## src/rtl/ssp_pkg.sv

```systemverilog
// Shared constants and occupancy helpers for the SSP transmit and receive FIFOs.
package ssp_pkg;

    localparam int WORD_W     = 8;
    localparam int FIFO_DEPTH = 4;
    localparam int FIFO_PTR_W = $clog2(FIFO_DEPTH);
    localparam int FIFO_CNT_W = FIFO_PTR_W + 1;

    typedef enum logic [1:0] {
        OCC_EMPTY   = 2'd0,
        OCC_PARTIAL = 2'd1,
        OCC_FULL    = 2'd2
    } occ_e;

endpackage

```

## src/rtl/ssp_fifo_mem.sv

```systemverilog
// DEPTH x WIDTH register array: one synchronous write port, one asynchronous read port.
module ssp_fifo_mem #(
    parameter int WIDTH = 8,
    parameter int DEPTH = 4,
    parameter int PTR_W = 2
) (
    input  logic             clk_i,
    input  logic             we_i,
    input  logic [PTR_W-1:0] waddr_i,
    input  logic [WIDTH-1:0] wdata_i,
    input  logic [PTR_W-1:0] raddr_i,
    output logic [WIDTH-1:0] rdata_o
);

    logic [WIDTH-1:0] mem_q [DEPTH];

    always_ff @(posedge clk_i) begin
        if (we_i) begin
            mem_q[waddr_i] <= wdata_i;
        end
    end

    assign rdata_o = mem_q[raddr_i];

endmodule

```

## src/rtl/ssp_txfifo.sv

```systemverilog
// SSP transmit FIFO with first-word fall-through head and sticky overrun flag.
// Defining SSP_TXFIFO_LEVEL_EN adds the txlevel occupancy output.
module ssp_txfifo
    import ssp_pkg::*;
#(
    parameter int  WIDTH = WORD_W,
    parameter int  DEPTH = FIFO_DEPTH,
    localparam int PTR_W = $clog2(DEPTH),
    localparam int CNT_W = PTR_W + 1
) (
    input  logic             pclk,
    input  logic             clear,
    input  logic             psel,
    input  logic             pwrite,
    input  logic [WIDTH-1:0] pwdata,
    input  logic             txfifo_rw,
    output logic [WIDTH-1:0] txdata,
    output logic             txhasword,
    output logic             ssptxintr,
    output logic             txoverrun
`ifdef SSP_TXFIFO_LEVEL_EN
    ,
    output logic [CNT_W-1:0] txlevel
`endif
);

    localparam logic [CNT_W-1:0] CNT_FULL = CNT_W'(DEPTH);

    logic [PTR_W-1:0] wr_ptr_q, wr_ptr_d;
    logic [PTR_W-1:0] rd_ptr_q, rd_ptr_d;
    logic [CNT_W-1:0] count_q, count_d;
    logic             overrun_q, overrun_d;
    occ_e             occ;
    logic             wr_req, rd_req, do_push, do_pop;
    logic [WIDTH-1:0] head_data;

    assign wr_req = psel & pwrite;
    assign rd_req = ~txfifo_rw;

    always_comb begin
        occ = OCC_PARTIAL;
        if (count_q == '0) begin
            occ = OCC_EMPTY;
        end else if (count_q == CNT_FULL) begin
            occ = OCC_FULL;
        end
    end

    // A write into a full queue is only accepted if the head leaves at the same edge.
    always_comb begin
        do_pop    = rd_req && (occ != OCC_EMPTY);
        do_push   = wr_req && ((occ != OCC_FULL) || do_pop);
        wr_ptr_d  = wr_ptr_q;
        rd_ptr_d  = rd_ptr_q;
        count_d   = count_q;
        overrun_d = overrun_q | (wr_req & ~do_push);
        if (do_push) begin
            wr_ptr_d = wr_ptr_q + 1'b1;
        end
        if (do_pop) begin
            rd_ptr_d = rd_ptr_q + 1'b1;
        end
        if (do_push && !do_pop) begin
            count_d = count_q + 1'b1;
        end else if (do_pop && !do_push) begin
            count_d = count_q - 1'b1;
        end
    end

    always_ff @(posedge pclk) begin
        if (!clear) begin
            wr_ptr_q  <= '0;
            rd_ptr_q  <= '0;
            count_q   <= '0;
            overrun_q <= 1'b0;
        end else begin
            wr_ptr_q  <= wr_ptr_d;
            rd_ptr_q  <= rd_ptr_d;
            count_q   <= count_d;
            overrun_q <= overrun_d;
        end
    end

    ssp_fifo_mem #(
        .WIDTH (WIDTH),
        .DEPTH (DEPTH),
        .PTR_W (PTR_W)
    ) u_mem (
        .clk_i   (pclk),
        .we_i    (do_push & clear),
        .waddr_i (wr_ptr_q),
        .wdata_i (pwdata),
        .raddr_i (rd_ptr_q),
        .rdata_o (head_data)
    );

    assign txdata    = (occ == OCC_EMPTY) ? '0 : head_data;
    assign txhasword = (occ != OCC_EMPTY);
    assign ssptxintr = (occ == OCC_FULL);
    assign txoverrun = overrun_q;

`ifdef SSP_TXFIFO_LEVEL_EN
    assign txlevel = count_q;
`endif

endmodule
```

## config.mk

```make
export PLATFORM = sky130hd
export DESIGN_NAME = ssp_txfifo
export DESIGN_NICKNAME = d
export VERILOG_FILES = /design/src/rtl/ssp_pkg.sv /design/src/rtl/ssp_fifo_mem.sv /design/src/rtl/ssp_txfifo.sv
export SDC_FILE = /design/constraint.sdc
export NUM_CORES = 1
export LEC_CHECK = 0
export ABC_CLOCK_PERIOD_IN_PS = 4050
export BUFFER_PORTS_ARGS = -buffer_cell sky130_fd_sc_hd__buf_2
export CAP_MARGIN = 30
export CELL_PAD_IN_SITES_DETAIL_PLACEMENT = 1
export CELL_PAD_IN_SITES_GLOBAL_PLACEMENT = 2
export CORE_UTILIZATION = 43
export CTS_CLUSTER_DIAMETER = 60
export DETAILED_ROUTE_END_ITERATION = 12
export PLACE_DENSITY = 0.86
export SLEW_MARGIN = 25
export SYNTH_ARGS = -nofsm -noshare
export SYNTH_HDL_FRONTEND = slang
export SYNTH_HIERARCHICAL = 1
export SYNTH_SLANG_ARGS = --single-unit
```

## constraint.sdc

```tcl
create_clock -name pclk -period 4.05 [get_ports pclk]
set_input_delay 0.405 -clock pclk [delete_from_list [all_inputs] [get_ports pclk]]
set_output_delay 0.405 -clock pclk [all_outputs]
set_load 0.1 [all_outputs]
```

==> Yosys cells after proc, flatten, opt, wreduce, memory -nomap -nowiden <==
Memory sizes are Yosys's and may differ from the RTL's. A register that Yosys moved wholly into a read port is not among the register bits.
Index checks and enable logic that the tools add are counted.
{ "op_classes": {"n_addsub": 4, "bitwise_logic": 6, "n_eq_ne": 3, "n_mux": 9, "reduce_logical": 11} }
{ "ops": {"columns": ["operator", "n"], "rows": [
  ["$mux W2", 4],
  ["$mux W8", 1],
  ["$mux W3", 2],
  ["$add A2 B1 Y2 const B", 2],
  ["$logic_and A1 B1 Y1", 4],
  ["$reduce_bool A2 Y1", 2],
  ["$add A3 B1 Y3 const B", 1],
  ["$and A1 B1 Y1", 3],
  ["$eq A3 B3 Y1 const B", 1],
  ["$logic_not A3 Y1", 1],
  ["$sub A3 B1 Y3 const B", 1],
  ["$eq A2 B2 Y1 const B", 1],
  ["$logic_not A1 Y1", 2],
  ["$logic_not A2 Y1", 1],
  ["$mux W1", 2],
  ["$ne A2 B2 Y1 const B", 1],
  ["$not A1 Y1", 2],
  ["$logic_or A1 B1 Y1", 1],
  ["$or A1 B1 Y1", 1]
]} }
{ "word_totals": {"ramBits": 32, "elab_cells": 38, "inputBits": 13, "reg_bits": 8, "memories": 1, "out_inout_bits": 11} }
{ "memory_table": {"columns": ["name", "words", "width", "read_ports", "rd_ports_with_merged_regs", "write_ports", "line_no", "rtl"], "rows": [
  ["u_mem.mem_q", 4, 8, 1, 1, 1, "ssp_fifo_mem.sv:15", "logic [WIDTH-1:0] mem_q [DEPTH];"]
]} }

==> Depth between registers and ports, before layout <==
{ "logic_depth": {"word_depth": 11, "mapped_depth": 9, "ltp_nobuf": 8} }

==> By module <==
The synthesis kept the hierarchy.
{ "by_module_without_submodules": {"columns": ["mod", "instances", "seq_area_each_um2", "cells_each", "area_each_um2"], "rows": [
  ["ssp_fifo_mem", 1, 960.9, 46, 1188.6],
  ["ssp_txfifo", 1, 160.2, 53, 474.2]
]} }

==> Worst setup path after synthesis <==
Ideal clock, no wire load.
{ "synth_path": {"path_kind": "register to register", "from": "register count_q[0]", "to": "register count_q[2]", "path_slack_ns": 1.091, "required_time_ns": 3.980, "path_buffers": 0, "path_stages_with_launch": 9, "setup_ns": 0.070, "arrival_time_ns": 2.889, "synth_period_minus_slack_ns": 2.959, "cell_sequence": "dfxtp_1 -> nor3b_2 -> a21oi_2 -> ha_1 -> inv_1 -> fa_1 -> xor2_1 -> or3_1 -> a21boi_1"} }
{ "synth_via": {"elab_chain_len": 10, "word_cells_on_any_way": 18, "cone_classes": "add/sub: 2; eq/ne: 2; mux: 4; reduce/logical: 10"} }
{ "synth_lines": {"columns": ["item", "line_no", "rtl"], "rows": [
  ["start, declared", "ssp_txfifo.sv:31", "logic [CNT_W-1:0] count_q, count_d;"],
  ["start signal, assigned", "ssp_txfifo.sv:79", "count_q <= count_d;"],
  ["$eq A3 B3 Y1", "ssp_txfifo.sv:44", "end else if (count_q == CNT_FULL) begin"],
  ["$mux W2", "ssp_txfifo.sv:44", null],
  ["$mux W2 *", "ssp_txfifo.sv:42", "if (count_q == '0) begin"],
  ["$reduce_bool A2 Y1", "ssp_txfifo.sv:51", "do_pop = rd_req && (occ != OCC_EMPTY);"],
  ["$logic_and A1 B1 Y1", "ssp_txfifo.sv:51", null],
  ["$logic_or A1 B1 Y1 *", "ssp_txfifo.sv:52", "do_push = wr_req && ((occ != OCC_FULL) || do_pop);"],
  ["$logic_and A1 B1 Y1 *", "ssp_txfifo.sv:52", null],
  ["named net do_push", "ssp_txfifo.sv:34", "logic wr_req, rd_req, do_push, do_pop;"],
  ["$logic_not A1 Y1", "ssp_txfifo.sv:65", "end else if (do_pop && !do_push) begin"],
  ["$logic_and A1 B1 Y1", "ssp_txfifo.sv:65", null],
  ["$reduce_bool A2 Y1 (no line)", null, null]
]} }
Mark *: on every way through the listed nets, which the timed path passes. The rest lies on a longest branch. The select of a mux whose other input is x is not followed.
A chain may end at the register's enable or synchronous reset.

==> Worst setup path in the final report <==
{ "layout_path": {"from": "register count_q[0]", "to": "register count_q[2]"} }
{ "layout_via": {"elab_chain_len": 10, "word_cells_on_any_way": 18, "cone_classes": "add/sub: 2; eq/ne: 2; mux: 4; reduce/logical: 10"} }
{ "layout_lines": {"columns": ["item", "line_no"], "rows": [
  ["$eq A3 B3 Y1", "ssp_txfifo.sv:44"],
  ["$mux W2", "ssp_txfifo.sv:44"],
  ["$mux W2", "ssp_txfifo.sv:42"],
  ["$reduce_bool A2 Y1", "ssp_txfifo.sv:51"],
  ["$logic_and A1 B1 Y1", "ssp_txfifo.sv:51"],
  ["$logic_or A1 B1 Y1", "ssp_txfifo.sv:52"],
  ["$logic_and A1 B1 Y1", "ssp_txfifo.sv:52"],
  ["$logic_not A1 Y1", "ssp_txfifo.sv:65"],
  ["$logic_and A1 B1 Y1", "ssp_txfifo.sv:65"],
  ["$reduce_bool A2 Y1 (no line)", null]
]} }
Parallel ways exist; a longest one is shown, timed or not. The select of a mux whose other input is x is not followed.

==> impl_results.md <==
- Status: completed
- Total die area: 4120 µm²
- Cell Count Post-Placement: 167
- Io pins: 24
- CP startpoint: count_q[0]
- CTS tree: yes
- Crit path launch type: flop
- Port bufs: 23
- CP max FO: 14
- Crit path time final: 2.66 ns
- Grt total ovfl: 0
- CP Class: reg2reg
- Area Growth Syn to Fin: 16.2%
- Fin. Hold Viols: 0
- Worst reg2reg startpoint: count_q[0]
- H-tree depth: 2
- Arrival @ worst endpoint: 2.89 ns
- # Post-CTS Setup Buffers: 0
- Reg clk slew, reported paths: 0.08 ns
- Crit path cell chain: nor3_2 > or2_1 > ha_1 > inv_1 > fa_1 > xor2_1 > or3_1 > a21boi_1
- Layout cell share with drive strength beyond 1: 33.9%
- Cts repair resizes: 0
- Final max-slew violation count: 0
- Mapped Area: 1660 µm²
- Final setup fails: 0
- Synthesis Warnings: 6
- Synth area leader: edfxtp_1
- Critical-path top delay cell: nor3_2
- Hold Path Class: in2reg
- Tot GR Track Use: 15.8%
- Leakage: 0.690 nW
- WP buf/inv: 1
- Slew @ Worst Pin: 0.892 ns
- Max-cap viol count: 0
- Max stage delay on crit path: 0.76 ns
- Cts bufs inserted: 5
- Mapped Cells: 99
- Period utilization: 65.8%
- Kind of cell adding the most delay to the critical path: simple AND/OR/NAND/NOR gates
- N_diodes: 0
- Largest net degree at the start of global routing: 15
- Worst Reg2Reg Path Length in Cells: 8
- Initial antenna violation count: 0
- Routed WL: 2810 µm
- Clock insertion delay at the later pin of the skew report: 0.29 ns
- RSZ-0062 raised after global routing: false
- Nets@finish: 141
- Die height: 64.2 µm
- Core area: 3690 µm²
- Core Rows: 22
- Final Non-Filler Cells: 175
- Clk_skew: 0.00708 ns
- Vias: 902
- Most common cell after layout, fill and taps aside: edfxtp_1
- Worst EP required: 4.27 ns
- Hold_buf cts: 0
- Worst vdd ir: 386 µV
- Flop2flop setup slack: 1.39 ns
- GP Congestion: 0.664
- CTS Buffer Depth: 2
- Synth top area cells: edfxtp_1 (58%), mux4_2 (11%), dfxtp_1 (9.6%)
- Fmax: 375 MHz
- Final core occ: 52.4%
- Initial drt markers: 17
- Clk sinks: 40
- Post-route ant nets: 0
- Seq/Total Area, Yosys: 67.4%
- Hpwl dp: 1930 µm
- CP Capture Type: flop
- Syn Area/Cell: 16.8 µm²
- CP Depth: 8
- Slew headroom: 40.2%
- FF-to-FF End: count_q[2]
- Setup_tns: 0 ns
- Pwr dens: 748 nW/µm²
- Hold_ws: 0.325 ns
- Worst setup path end: count_q[2]
- First-pass GRT wire length: 4600 µm
- Register bit total from synthesis: 40
- Avg WL per Cell: 16.1 µm
- Initial DRT Pass Iterations: 4
- Routed vias/inst: 5.15
- Initial core utilization: 45.1%
- Vias in the first global route: 935
- Mapped Nets: 114
- Remaining DRCs: 0
- Post-synth cell types: 30
- Root Buffer: clkbuf_8
- Top cell type's share of synthesized area: 57.8%
- Die width: 64.2 µm
- Most frequent cells in the layout: edfxtp_1 (32), buf_2 (23), nor2b_1 (10)
==> stage by stage <==
stage / worst slack, ns / total power [mW] / instance area, µm²
after floorplan: 1.09 / 1.05 / 1660
after global placement: 1.55 / 1.13 / 1820
after detailed placement: 1.40 / 1.14 / 1820
after CTS: 1.35 / 1.46 / 1930
after global routing: 1.17 / 1.51 / 1930
final: 1.39 / 1.45 / 1930
==> cell families (layout without fill, tap and decap cells) <==
family	count (synthesis)	after routing	share of synthesized area (%)
compound gates	9	9	3.61
xor+xnor	2	2	1.05
fa+ha+maj	2	2	1.96
buf+inv	6	34	1.96
flops	40	40	67.4
mux	11	11	12.6
simple gates	29	29	11.4
==> worst min path at each step <==
stage,startpoint,to,slack (ns),cells past startpoint
after global placement,txoverrun,txoverrun,0.48,2
after floorplan,rd_ptr_q[1],rd_ptr_q[1],0.46,2
after CTS,pwdata[4],u_mem/mem_q[3][4],0.32,1
final,pwdata[4],u_mem/mem_q[3][4],0.33,1
after global routing,pwdata[4],u_mem/mem_q[3][4],0.32,1
after detailed placement,txoverrun,txoverrun,0.50,2
==> cell usage after synthesis, drive strengths merged <==
| cell | instances |
|---|---|
| edfxtp | 32 |
| xnor2 | 1 |
| ha | 1 |
| fa | 1 |
| inv | 2 |
| and2 | 2 |
| xor2 | 1 |
| or3 | 3 |
| nand2 | 3 |
| dfxtp | 8 |
| a41oi | 1 |
| and3b | 2 |
| nand2b | 3 |
| or2 | 1 |
| nor3 | 1 |
| nor2b | 10 |
| mux4 | 8 |
| o21ai | 3 |
| and3 | 1 |
| clkbuf | 2 |
| nor3b | 2 |
| a21boi | 3 |
| a21oi | 2 |
| mux2i | 3 |
| buf | 2 |
| nand3 | 1 |
==> power by group <==
part / total [mW] / switching, mW / internal, mW
clock: 0.316 / 0.134 / 0.182
combinational: 0.621 / 0.484 / 0.137
sequential: 0.509 / 0.0422 / 0.467
total: 1.45 / 0.659 / 0.787
==> state kept, by name, summed over array words and instances (netlist names) <==
register and flops:
wr_ptr_q 2, count_q 3, u_mem/mem_q 32, txoverrun 1
rd_ptr_q 2
==> layout make-up <==
class,count,area (µm²)
Clock buffer,5,68.8
Tap cell,48,60.1
Inverter,2,7.51
Multi-Input combinational cell,53,509
Clock inverter,3,42.5
Sequential cell,40,1120
Fill cell,368,1760
Timing Repair Buffer,24,123
==> per-layer routing <==
| layer | share of wire (%) | up-vias | global-route usage, % |
|---|---|---|---|
| met2 | 51 | 25 | 26.5 |
| li1 | - | 427 | - |
| met1 | 42 | 443 | 18.0 |
| met4 | 2.1 | 0 | 8.61 |
| met3 | 4.4 | 7 | 4.82 |
| met5 | 0 | - | 0 |
Note: power is estimated with default switching activity, not from simulation.
